### src/rtl/datapath_pipe.sv
// Two-stage register-file datapath: operand read + ALU in stage 1, result/flags
// register and write-back in stage 2, with WB->EX forwarding and an external load port.
module datapath_pipe #(
  parameter int WIDTH = 32,
  parameter int NREGS = 8,
  parameter int AW    = $clog2(NREGS)
) (
  input  logic             clk,
  input  logic             rst,
  input  logic             in_valid,
  output logic             in_ready,
  input  logic [2:0]       alucontrol,
  input  logic [AW-1:0]    addr1,
  input  logic [AW-1:0]    addr2,
  input  logic [AW-1:0]    addr3,
  input  logic             wr,
  input  logic             ld_en,
  output logic             ld_ready,
  input  logic [AW-1:0]    ld_addr,
  input  logic [WIDTH-1:0] ld_data,
  output logic [WIDTH-1:0] data1,
  output logic [WIDTH-1:0] data2,
  output logic [WIDTH-1:0] result,
  output logic             res_valid,
  output logic [3:0]       flags
);
  localparam int SW = $clog2(WIDTH);

  logic [WIDTH-1:0] rf [NREGS];
  logic             wb_wr;
  logic [AW-1:0]    wb_addr;
  logic             wb_fwd;
  logic             ld_take;
  logic             accept;

  // Handshakes: an op transfers when in_valid && in_ready, a load when ld_en && ld_ready.
  // A pending write-back blocks loads; an accepted load blocks ops for that cycle,
  // so the RF write port is never contended.
  assign wb_fwd   = res_valid && wb_wr;
  assign ld_ready = ~wb_fwd;
  assign ld_take  = ld_en && ld_ready;
  assign in_ready = ~ld_take;
  assign accept   = in_valid && in_ready;

  assign data1 = (wb_fwd && (wb_addr == addr1)) ? result : rf[addr1];
  assign data2 = (wb_fwd && (wb_addr == addr2)) ? result : rf[addr2];

  logic [WIDTH:0]   add_full;
  logic [WIDTH:0]   sub_full;
  logic [WIDTH-1:0] alu_res;
  logic             alu_c;
  logic             alu_v;

  assign add_full = {1'b0, data1} + {1'b0, data2};
  assign sub_full = {1'b0, data1} - {1'b0, data2};

  always_comb begin
    alu_res = '0;
    alu_c   = 1'b0;
    alu_v   = 1'b0;
    case (alucontrol)
      3'b000: begin
        alu_res = add_full[WIDTH-1:0];
        alu_c   = add_full[WIDTH];
        alu_v   = (data1[WIDTH-1] == data2[WIDTH-1]) && (add_full[WIDTH-1] != data1[WIDTH-1]);
      end
      3'b001: begin
        alu_res = sub_full[WIDTH-1:0];
        alu_c   = sub_full[WIDTH];
        alu_v   = (data1[WIDTH-1] != data2[WIDTH-1]) && (sub_full[WIDTH-1] != data1[WIDTH-1]);
      end
      3'b010: alu_res = data1 & data2;
      3'b011: alu_res = data1 ^ data2;
      3'b100: alu_res = data1 | data2;
      3'b101: alu_res = {{(WIDTH-1){1'b0}}, ($signed(data1) < $signed(data2))};
      3'b110: alu_res = data1 << data2[SW-1:0];
      default: alu_res = data1 >> data2[SW-1:0];
    endcase
  end

  always_ff @(posedge clk or negedge rst) begin
    if (!rst) begin
      res_valid <= 1'b0;
      wb_wr     <= 1'b0;
      wb_addr   <= '0;
      result    <= '0;
      flags     <= '0;
    end else begin
      res_valid <= accept;
      if (accept) begin
        wb_wr   <= wr;
        wb_addr <= addr3;
        result  <= alu_res;
        flags   <= {(alu_res == '0), alu_res[WIDTH-1], alu_c, alu_v};
      end
    end
  end

  // Write-back and load are mutually exclusive by the ld_ready rule.
  always_ff @(posedge clk or negedge rst) begin
    if (!rst) begin
      for (int i = 0; i < NREGS; i++) rf[i] <= '0;
    end else if (wb_fwd) begin
      rf[wb_addr] <= result;
    end else if (ld_take) begin
      rf[ld_addr] <= ld_data;
    end
  end
endmodule

### config.mk
export PLATFORM = sky130hd
export DESIGN_NAME = datapath_pipe
export DESIGN_NICKNAME = d
export VERILOG_FILES = /design/src/rtl/datapath_pipe.sv
export SDC_FILE = /design/constraint.sdc
export NUM_CORES = 1
export LEC_CHECK = 0
export BUFFER_PORTS_ARGS = -buffer_cell sky130_fd_sc_hd__buf_2
export CELL_PAD_IN_SITES_DETAIL_PLACEMENT = 1
export CELL_PAD_IN_SITES_GLOBAL_PLACEMENT = 2
export CORE_MARGIN = 2
export CORE_UTILIZATION = 30
export DETAILED_ROUTE_END_ITERATION = 6
export GPL_TIMING_DRIVEN = 0
export PLACE_DENSITY = 0.69
export SLEW_MARGIN = 20
export SYNTH_ARGS = -nofsm -noshare
export SYNTH_HDL_FRONTEND = slang
export SYNTH_SLANG_ARGS = --single-unit
### constraint.sdc
create_clock -name clk -period 7.13 [get_ports clk]
set_input_delay 0.3565 -clock clk [delete_from_list [all_inputs] [get_ports clk]]
set_output_delay 0.3565 -clock clk [all_outputs]
set_load 0.03 [all_outputs]
## Word-level counts from Yosys, hierarchy flattened

Cells that the tools add are included.

- Bits in registers: 297
- Input port bits: 52
- Output and inout bits: 103
- Word-level logic and storage cells: 76

- $add $sub $neg: 2
- Magnitude comparators: 7
- Eq/ne operators: 12
- Shift operators: 2
- Multiplexer cells: 19
- Bitwise operators: 9
- Reductions and logical operators: 12

Operators by type and width:

| cell | number |
|---|---|
| $bwmux 256 | 2 |
| $mux 256 | 2 |
| $mux 32 | 8 |
| $pmux 32 s7 | 1 |
| $bmux 32 s3 | 2 |
| $demux 32 s3 | 2 |
| $add 32x32->33 | 1 |
| $sub 32x32->33 | 1 |
| $and 32x32->32 | 1 |
| $logic_not 32->1 | 1 |
| $lt 32x32->1 | 1 |
| $or 32x32->32 | 1 |
| $shl 32x5->32 | 1 |
| $shr 32x5->32 | 1 |
| $xor 32x32->32 | 1 |
| $ge 4x4->1 const B | 4 |
| $not 3->4 | 4 |
| $eq 3x3->1 const B | 3 |
| $logic_and 1x1->1 | 9 |
| $lt 4x1->1 const B | 2 |
| $eq 3x2->1 const B | 2 |
| $eq 3x3->1 | 2 |
| $pmux 1 s2 | 2 |
| $eq 3x1->1 const B | 1 |
| 5 further kinds | 8 |

## Depth between registers and ports, before layout

Gate-level depths: netlist of run 1.

- Depth after elaboration: 9
- Gate-level depth with buffers: 27
- Depth with buffers taken out: 21

## Worst setup path after synthesis of run 1

No wires, ideal clock.

- Path kind: input port to flip-flop
- From: in addr2[0]
- To: reg flags[3]
- Library setup time: 0.092 ns
- Arrival time: 6.380 ns
- Required time: 7.038 ns
- Path slack: 0.658 ns
- Stages: 22
- Buffers on the path: 5
- Cell sequence: buf_2 -> buf_6 -> buf_1 -> buf_1 -> mux4_2 -> mux2i_1 -> o21ai_0 -> ha_1 -> clkbuf_1 -> or4_1 -> or3_1 -> a2111oi_0 -> or3_1 -> o31ai_1 -> o31ai_1 -> o41ai_1 -> or3_1 -> o32a_1 -> a2111oi_0 -> and4_1 -> o31ai_1 -> o31ai_2

- Longest elaborated chain between the ends: 8
- Elaborated cells on any way between the ends: 17
- Classes of those cells: add/sub: 2; order compare: 1; eq/ne: 1; shift: 2; mux: 5; bitwise: 4; reduce/logical: 2

RTL lines:

| element | line | RTL |
|---|---|---|
| start: declaration | 14 | `input logic [AW-1:0] addr2,` |
| $not 3->4 (not written as such) | 46 | `assign data2 = (wb_fwd && (wb_addr == addr2)) ? result : rf[addr2];` |
| $bmux 32 s3 | 46 |  |
| $mux 32 (not written as such) (2 in series) | 46 |  |
| $mux 32 (*) | 46 |  |
| net data2[16] | 22 | `output logic [WIDTH-1:0] data2,` |
| $sub 32x32->33 (tied with other cells) | 55 | `assign sub_full = {1'b0, data1} - {1'b0, data2};` |
| $pmux 32 s7 (*) | 61 | `case (alucontrol)` |
| $logic_not 32->1 (*) | 94 | `flags <= {(alu_res == '0), alu_res[WIDTH-1], alu_c, alu_v};` |
| end signal: assignment | 94 |  |
| end: declaration | 25 | `output logic [3:0] flags` |

The timed path passes the listed nets; every way through them passes the cells marked *. The select of a mux whose other input is x is not followed.
A chain may end at the register's enable or synchronous reset.

## Worst setup path in the final report of run 1

- From: in addr2[1]
- To: reg flags[3]

- Longest elaborated chain between the ends: 8
- Elaborated cells on any way between the ends: 17
- Classes of those cells: add/sub: 2; order compare: 1; eq/ne: 1; shift: 2; mux: 5; bitwise: 4; reduce/logical: 2

RTL lines:

| element | line |
|---|---|
| $not 3->4 (not written as such) | 46 |
| $bmux 32 s3 | 46 |
| $mux 32 (not written as such) (2 in series) | 46 |
| $mux 32 (*) | 46 |
| $sub 32x32->33 (tied with other cells) | 55 |
| $pmux 32 s7 (*) | 61 |
| $logic_not 32->1 (*) | 94 |

Every way passes the cells marked *; elsewhere a longest branch is shown, timed or not. The select of a mux whose other input is x is not followed.

==> impl_metrics.tcl, run 1 <==
set metrics [dict create \
    synth_warnings 0 \
    synth_top_area_cell "dfrtp_1" \
    synth_area_leaders "dfrtp_1 28%, mux4_2 11%, o21ai_0 7.6%" \
    port_buffers 146 \
    cp_data_arrival_time_ns 7.52 \
    place_ws_ns -2.950 \
    rsz0062_at_grt "no" \
    synth-seq-area-share_pct 28.49 \
    wirelength_mm 166.1 \
    timing.max_slew.rel_slack_pct 17.39 \
    overflow 0 \
    r2r-start "wb_addr[1]" \
    fin_ws_ns 0.05338 \
    fin_nets 3331 \
    slowest_delay_ns 0.96 \
    syn_to_final_growth_pct 15.91 \
    grt_pass1_wl_mm 231.6 \
    fin_worst_hold_slack_ns 0.01163 \
    wl_per_cell_um 38.32 \
    clk_path_buf_depth 3 \
    avgSynthCellArea_um2 8.806 \
    grt_max_degree 98 \
    ys_types 103 \
    cp_slowest_cell "clkbuf_1" \
    die_x_um 298.4 \
    synth-edff-count 0 \
    max_slew.worst_pin.slew_ns 1.239 \
    n_fill_cell 10000 \
    final_util_pct 35.22 \
    rows 107 \
    cp_max_fo 10 \
    clockRootBuffer "clkbuf_16" \
    synth_common_cells "394 x o21ai_0, 296 x dfrtp_1, 245 x a22oi_1, 235 x nand2_1, 216 x nor2_1" \
    irDropWorstVdd_uv 181.4 \
    design.portCount 155 \
    startpoint_type "input pin" \
    critPathCaptureType "flop" \
    regToRegSetupSlack_ns 0.13 \
    hold_violations 0 \
    dieHeight_um 298.4 \
    path_cells "buf_2, clkbuf_2, clkbuf_1, mux4_2, mux2i_1, o21ai_1, inv_1, ha_1, nor2b_1, o311ai_1, a31oi_1, or3_4, o31ai_4, o21ai_0, a21oi_2, o221ai_1, a221oi_2, nand4b_1, nor4_2, nand4_1, o31ai_2" \
    syn_nets 3120 \
    dr_total_vias 28840 \
    power_w 0.01324 \
    start_util_pct 30.39 \
    drt_iter0_drc 3267 \
    skew_ns 0.03404 \
    clkLatencyLatePin_ns 0.56 \
    syn_area_um2 25990 \
    hold_class "in -> reg" \
    ys_seq_elements 296 \
    avgViaCountPerCell 6.654 \
    hold_path_startpoint "addr3[0]" \
    power_density_nw_per_um2 439.4 \
    globalplace.congestion 1.030 \
    period_minus_slack_ns 7.077 \
    antenna_found_initial 11 \
    final.setup.tns_ns 0 \
    drive_gt1_share_pct 19.15 \
    required_ns 7.58 \
    cts_inserted_buffers 35 \
    core_area_um2 85550 \
    postSynthCellCount 2952 \
    ant_nets 0 \
    h-tree-depth 2 \
    finalCritPeriodShare_pct 99.25 \
    cts.sinks 296 \
    status "completed" \
    async_flop_share_pct 100.0 \
    r2r_end "flags[3]" \
    hold_depth 3 \
    grt_pass1_vias 28880 \
    cts_tree "done" \
    fmax_mhz 141.3 \
    p_leak_nw 12.42 \
    grtUsageTotal_pct 36.31 \
    route.detailed.drc 0 \
    dr.pass1.iters 6 \
    dieArea_um2 89020 \
    slew_viol_final 0 \
    max-cap-violations 0 \
    synth_top_area_share_pct 28.49 \
    setup_violations 0 \
    synth_top_flop_cell "dfrtp_1" \
    path_class "in -> reg" \
    synth_most_common_cell "o21ai_0" \
    r2r_cells 28 \
    holdPathEnd "wb_addr[0]" \
    dp_hpwl_mm 129.3 \
    path_clk_slew_ns 0.06 \
]
[stage by stage]
step	cells	instance area [um2]
6_report	4334	30130
4_1_cts	4326	29940
3_5_place_dp	4257	28460
3_3_place_gp	4242	28160
5_1_grt	4330	30120
2_1_floorplan	2952	25990
[critical path: cells and delay by family]
kind / cells / cell delay, ns
muxes: 2 / 0.50
and+or+nand+nor: 5 / 1.30
adders and majority gates: 1 / 0.31
buffers and inverters: 4 / 1.96
AOI/OAI and AO/OA: 9 / 3.06
[layout make-up]
class | instances | area [um2] | area share (%)
Timing Repair Buffer | 178 | 1067 | 3.542
Clock inverter | 8 | 83.83 | 0.2782
Inverter | 102 | 390.4 | 1.296
Buffer | 278 | 1331 | 4.418
Multi-Input combinational cell | 2272 | 17340 | 57.54
Sequential cell | 296 | 7407 | 24.58
Clock buffer | 52 | 1071 | 3.555
Antenna cell | 4 | 10.01 | 0.03322
Tap cell | 1144 | 1431 | 4.750
[power by group]
group / total (W) / switching [W] / internal, W
clock: 0.00187 / 0.000794 / 0.00108
combinational: 0.00858 / 0.00592 / 0.00265
sequential: 0.00279 / 0.000584 / 0.00221
total: 0.0132 / 0.00730 / 0.00594
[worst max path at each step]
stage               startpoint       end  slack, ns
floorplan             addr2[0]  flags[3]       0.66
global placement      addr2[0]  flags[3]      -3.53
detailed placement    addr2[1]  flags[3]      -2.95
CTS                 wb_addr[1]  flags[3]      0.003
global route        wb_addr[1]  flags[3]      0.007
finish                addr2[1]  flags[3]       0.05
[state kept, by name, summed over array words and instances, names as in the netlist]
name,count
rf,256
flags,4
res_valid,1
result,31
wb_addr,3
wb_wr,1
[repair_timing]
| action | CTS | global route |
|---|---|---|
| endpoints found under the setup margin | 32 | 2 |
| pin swaps | 5 | 5 |
| setup buffers | 7 | 7 |
| hold buffers | 3 | 0 |
| resized for setup | 66 | 38 |
| endpoints found under the hold margin | 48 | 0 |
[placed cells by master, fill, tap and decap left out, drive strengths merged, types with 42 or more instances in the layout]
master	synthesis	layout
o21ai	400	400
dfrtp	296	296
buf	86	250
clkbuf	196	250
a22oi	247	247
nand2	235	235
nor2	220	220
a21oi	164	164
mux4	127	127
ha	114	114
inv	98	100
nor3	93	93
mux2i	63	63
nand3	55	55
mux2	52	52
a221o	45	45
a211oi	42	42
[per-layer routing]
layer  global-route usage (%)  vias to the layer above  routed length, um
li1                         -                    11680                  -
met1                    45.04                    14980              63540
met2                    59.75                     1734              77610
met3                    5.823                      437              13340
met4                    21.25                        8              11550
met5                        0                        -                 48
[logic make-up (layout without fill, tap and decap cells)]
| logic type | count (synthesis) | after routing | synth area share, % |
|---|---|---|---|
| compound gates | 1148 | 1148 | 28.97 |
| xor+xnor | 34 | 34 | 1.146 |
| fa+ha+maj | 116 | 116 | 5.641 |
| buf+inv | 384 | 618 | 6.301 |
| flops | 296 | 296 | 28.49 |
| mux | 242 | 242 | 16.34 |
| other cells | 0 | 4 | 0 |
| simple gates | 732 | 732 | 13.12 |
Note: power is estimated with default switching activity, not from simulation.
==> inputs of run 2 (changes only) <==
--- a/config.mk
+++ b/config.mk
@@ -9,10 +9,10 @@
 export CELL_PAD_IN_SITES_DETAIL_PLACEMENT = 1
 export CELL_PAD_IN_SITES_GLOBAL_PLACEMENT = 2
 export CORE_MARGIN = 2
-export CORE_UTILIZATION = 30
+export CORE_UTILIZATION = 39
 export DETAILED_ROUTE_END_ITERATION = 6
 export GPL_TIMING_DRIVEN = 0
-export PLACE_DENSITY = 0.69
+export PLACE_DENSITY = 0.85
 export SLEW_MARGIN = 20
 export SYNTH_ARGS = -nofsm -noshare
 export SYNTH_HDL_FRONTEND = slang
==> run 2 against run 1 <==
Net effect:
- final area decreased by 2.0%
- cell count shrank 6.8%
- sequential share of layout area up 0.50 points
- clock power fell by 9.6%
- core utilization rose by 9.6 points
- critical path depth fell by 1
- sequential power about the same
- clock skew shrank 0.014 ns
- non-clock buffer count did not move
- register-to-register slack got worse by 0.04 ns
- combinational power about the same
- worst hold slack gained 0.088 ns
==> impl_metrics.tcl, run 2 (synthesis gave the netlist of run 1 again) <==
set metrics [dict create \
    wl_met2_mm 73.03 \
    status "completed" \
    dieHeight_um 262.2 \
    drt_iter0_drc 3663 \
    grt_max_degree 92 \
    largest_register_ffs 256 \
    design_area_um2 29530 \
    max-cap-violations 0 \
    cts.sinks 296 \
    irDropWorstVdd_uv 213.6 \
    wirelength_mm 160.4 \
    slew_viol_final 0 \
    finalCritPeriodShare_pct 99.54 \
    r2r_end "flags[3]" \
    clk_path_buf_depth 3 \
    combPwrFrac_pct 65.7 \
    power_density_nw_per_um2 440.7 \
    grt_pass1_vias 29420 \
    final_cells 4041 \
    setup_violations 0 \
    rows 94 \
    hold_path_startpoint "ld_data[31]" \
    swShare_pct 55.36 \
    reg_top3 "rf: 256 flops, result: 31 flops, flags: 4 flops" \
    multi_input_area_um2 17310 \
    n_fill_cell 7788 \
    dr_total_vias 29230 \
    grt_pass1_wl_mm 224.1 \
    dp.cells 3978 \
    critPathCaptureType "flop" \
    start_util_pct 39.47 \
    globalplace.congestion 1.086 \
    pwr-share-clk_pct 13.0 \
    wl_met1_mm 58.22 \
    hold_class "in -> reg" \
    top_layer "met5" \
    power_w 0.01301 \
    place_ws_ns -2.903 \
    antenna_found_initial 4 \
    skew_ns 0.01991 \
    hold_depth 3 \
    startpoint_type "input pin" \
    ant_nets 0 \
    holdPathEnd "rf[191]" \
    overflow 0 \
    p_sw_w 0.007204 \
    p_leak_nw 12.30 \
    core_area_um2 65860 \
    regToRegSetupSlack_ns 0.09 \
    rsz0062_at_grt "no" \
    syn_to_final_growth_pct 13.60 \
    wl_per_cell_um 39.70 \
    clockRootBuffer "clkbuf_16" \
    seqCellArea_um2 7407 \
    path_class "in -> reg" \
    dp_hpwl_mm 123.6 \
    required_ns 7.63 \
    route.detailed.drc 0 \
    p_seq_share_pct 21.3 \
    final_util_pct 44.84 \
    wl_met3_mm 14.10 \
    internal-power_w 0.005809 \
    max_slew.worst_pin.slew_ns 1.208 \
    fmax_mhz 140.9 \
    fin_ws_ns 0.03250 \
    r2r-start "wb_addr[1]" \
    drive_gt1_share_pct 18.51 \
    port_buffers 146 \
    clkLatencyLatePin_ns 0.59 \
    dr.pass1.iters 6 \
    cts_tree "done" \
    period_minus_slack_ns 7.098 \
    fin_nets 3325 \
    cts_inserted_buffers 29 \
    postPlaceCellArea_um2 28050 \
    most-common-layout-cells "371 x o21ai_0, 296 x dfrtp_1, 245 x a22oi_1, 235 x nand2_1, 216 x nor2_1" \
    path_clk_slew_ns 0.07 \
    timing.max_slew.rel_slack_pct 19.18 \
    final_common_cell "o21ai_0" \
    avgViaCountPerCell 7.234 \
    die_x_um 262.2 \
    top_register "rf" \
    h-tree-depth 1 \
    cp_max_fo 10 \
    grtUsageTotal_pct 45.88 \
    cp_data_arrival_time_ns 7.59 \
    dieArea_um2 68740 \
    r2r_cells 25 \
    design.portCount 155 \
    hold_violations 0 \
]
-- run 2: changes by cell type in the layout (fill, tap and decap cells not counted), moves of 3 or more --
cell	delta
bufinv_16	+4
buf_4	-3
clkbuf_8	-6
buf_1	+3
diode_2	-3
clkbuf_1	+3
buf_6	-3
clkbuf_16	-7
buf_2	+3
-- run 2: cell type report --
class | instances | area share, %
Multi-Input combinational cell | 2272 | 58.62
Tap cell | 864 | 3.661
Timing Repair Buffer | 176 | 3.500
Clock buffer | 39 | 2.754
Inverter | 102 | 1.322
Antenna cell | 1 | 0.008474
Clock inverter | 11 | 0.6186
Buffer | 280 | 4.436
Sequential cell | 296 | 25.08
-- run 2: through the flow --
stage | hold WS (ns) | setup TNS [ns]
after floorplan | 0.06091 | 0
after global placement | 0.4699 | -43.76
after detailed placement | 0.3749 | -40.66
after CTS | 0.09519 | 0
after global routing | 0.1445 | 0
final | 0.09930 | 0
-- run 2: worst max path at each step --
| stage | slack (ns) | endpoint | start | depth (start not counted) |
|---|---|---|---|---|
| 2_1_floorplan | 0.66 | flags[3] | addr2[0] | 22 |
| 3_3_place_gp | -2.92 | flags[3] | addr2[1] | 24 |
| 3_5_place_dp | -2.90 | flags[3] | addr2[2] | 24 |
| 4_1_cts | 0.0002 | flags[3] | wb_addr[1] | 24 |
| 5_1_grt | 0.03 | flags[3] | addr1[0] | 26 |
| 6_report | 0.03 | flags[3] | addr2[2] | 20 |
-- run 2: routing by layer --
layer,up-vias,GRT usage (%)
met5,-,0
met4,2,34.65
met2,1978,73.60
met3,612,8.816
li1,11650,-
met1,15000,54.62
-- run 2: timing repair --
action	CTS	global route
endpoints found under the setup margin	32	1
resized for setup	56	38
hold buffers	5	0
hold endpoints to repair	75	0
buffers inserted	5	4
pin swaps	6	4
-- run 2: worst max-delay path: stages --
cell,delay [ns]
buf_2,0.32
buf_1,0.87
buf_1,0.90
mux2i_1,0.29
o21ai_2,0.49
ha_1,0.24
clkbuf_1,0.39
nor2b_1,0.11
o311ai_0,0.42
a31oi_1,0.19
or3_4,0.44
o31ai_4,0.34
o21ai_0,0.17
a21oi_2,0.34
o221ai_1,0.23
a221oi_2,0.45
nand4b_1,0.17
nor4_2,0.16
nand4_1,0.36
o31ai_2,0.32
-- run 2: power by group through the flow --
stage	Sequential, W	Combinational, W	Clock (W)
6_report	0.00277	0.00855	0.00169
5_1_grt	0.00280	0.00883	0.00174
4_1_cts	0.00273	0.00815	0.00168
3_5_place_dp	0.00275	0.00797	0
3_3_place_gp	0.00270	0.00780	0
2_1_floorplan	0.00269	0.00468	0
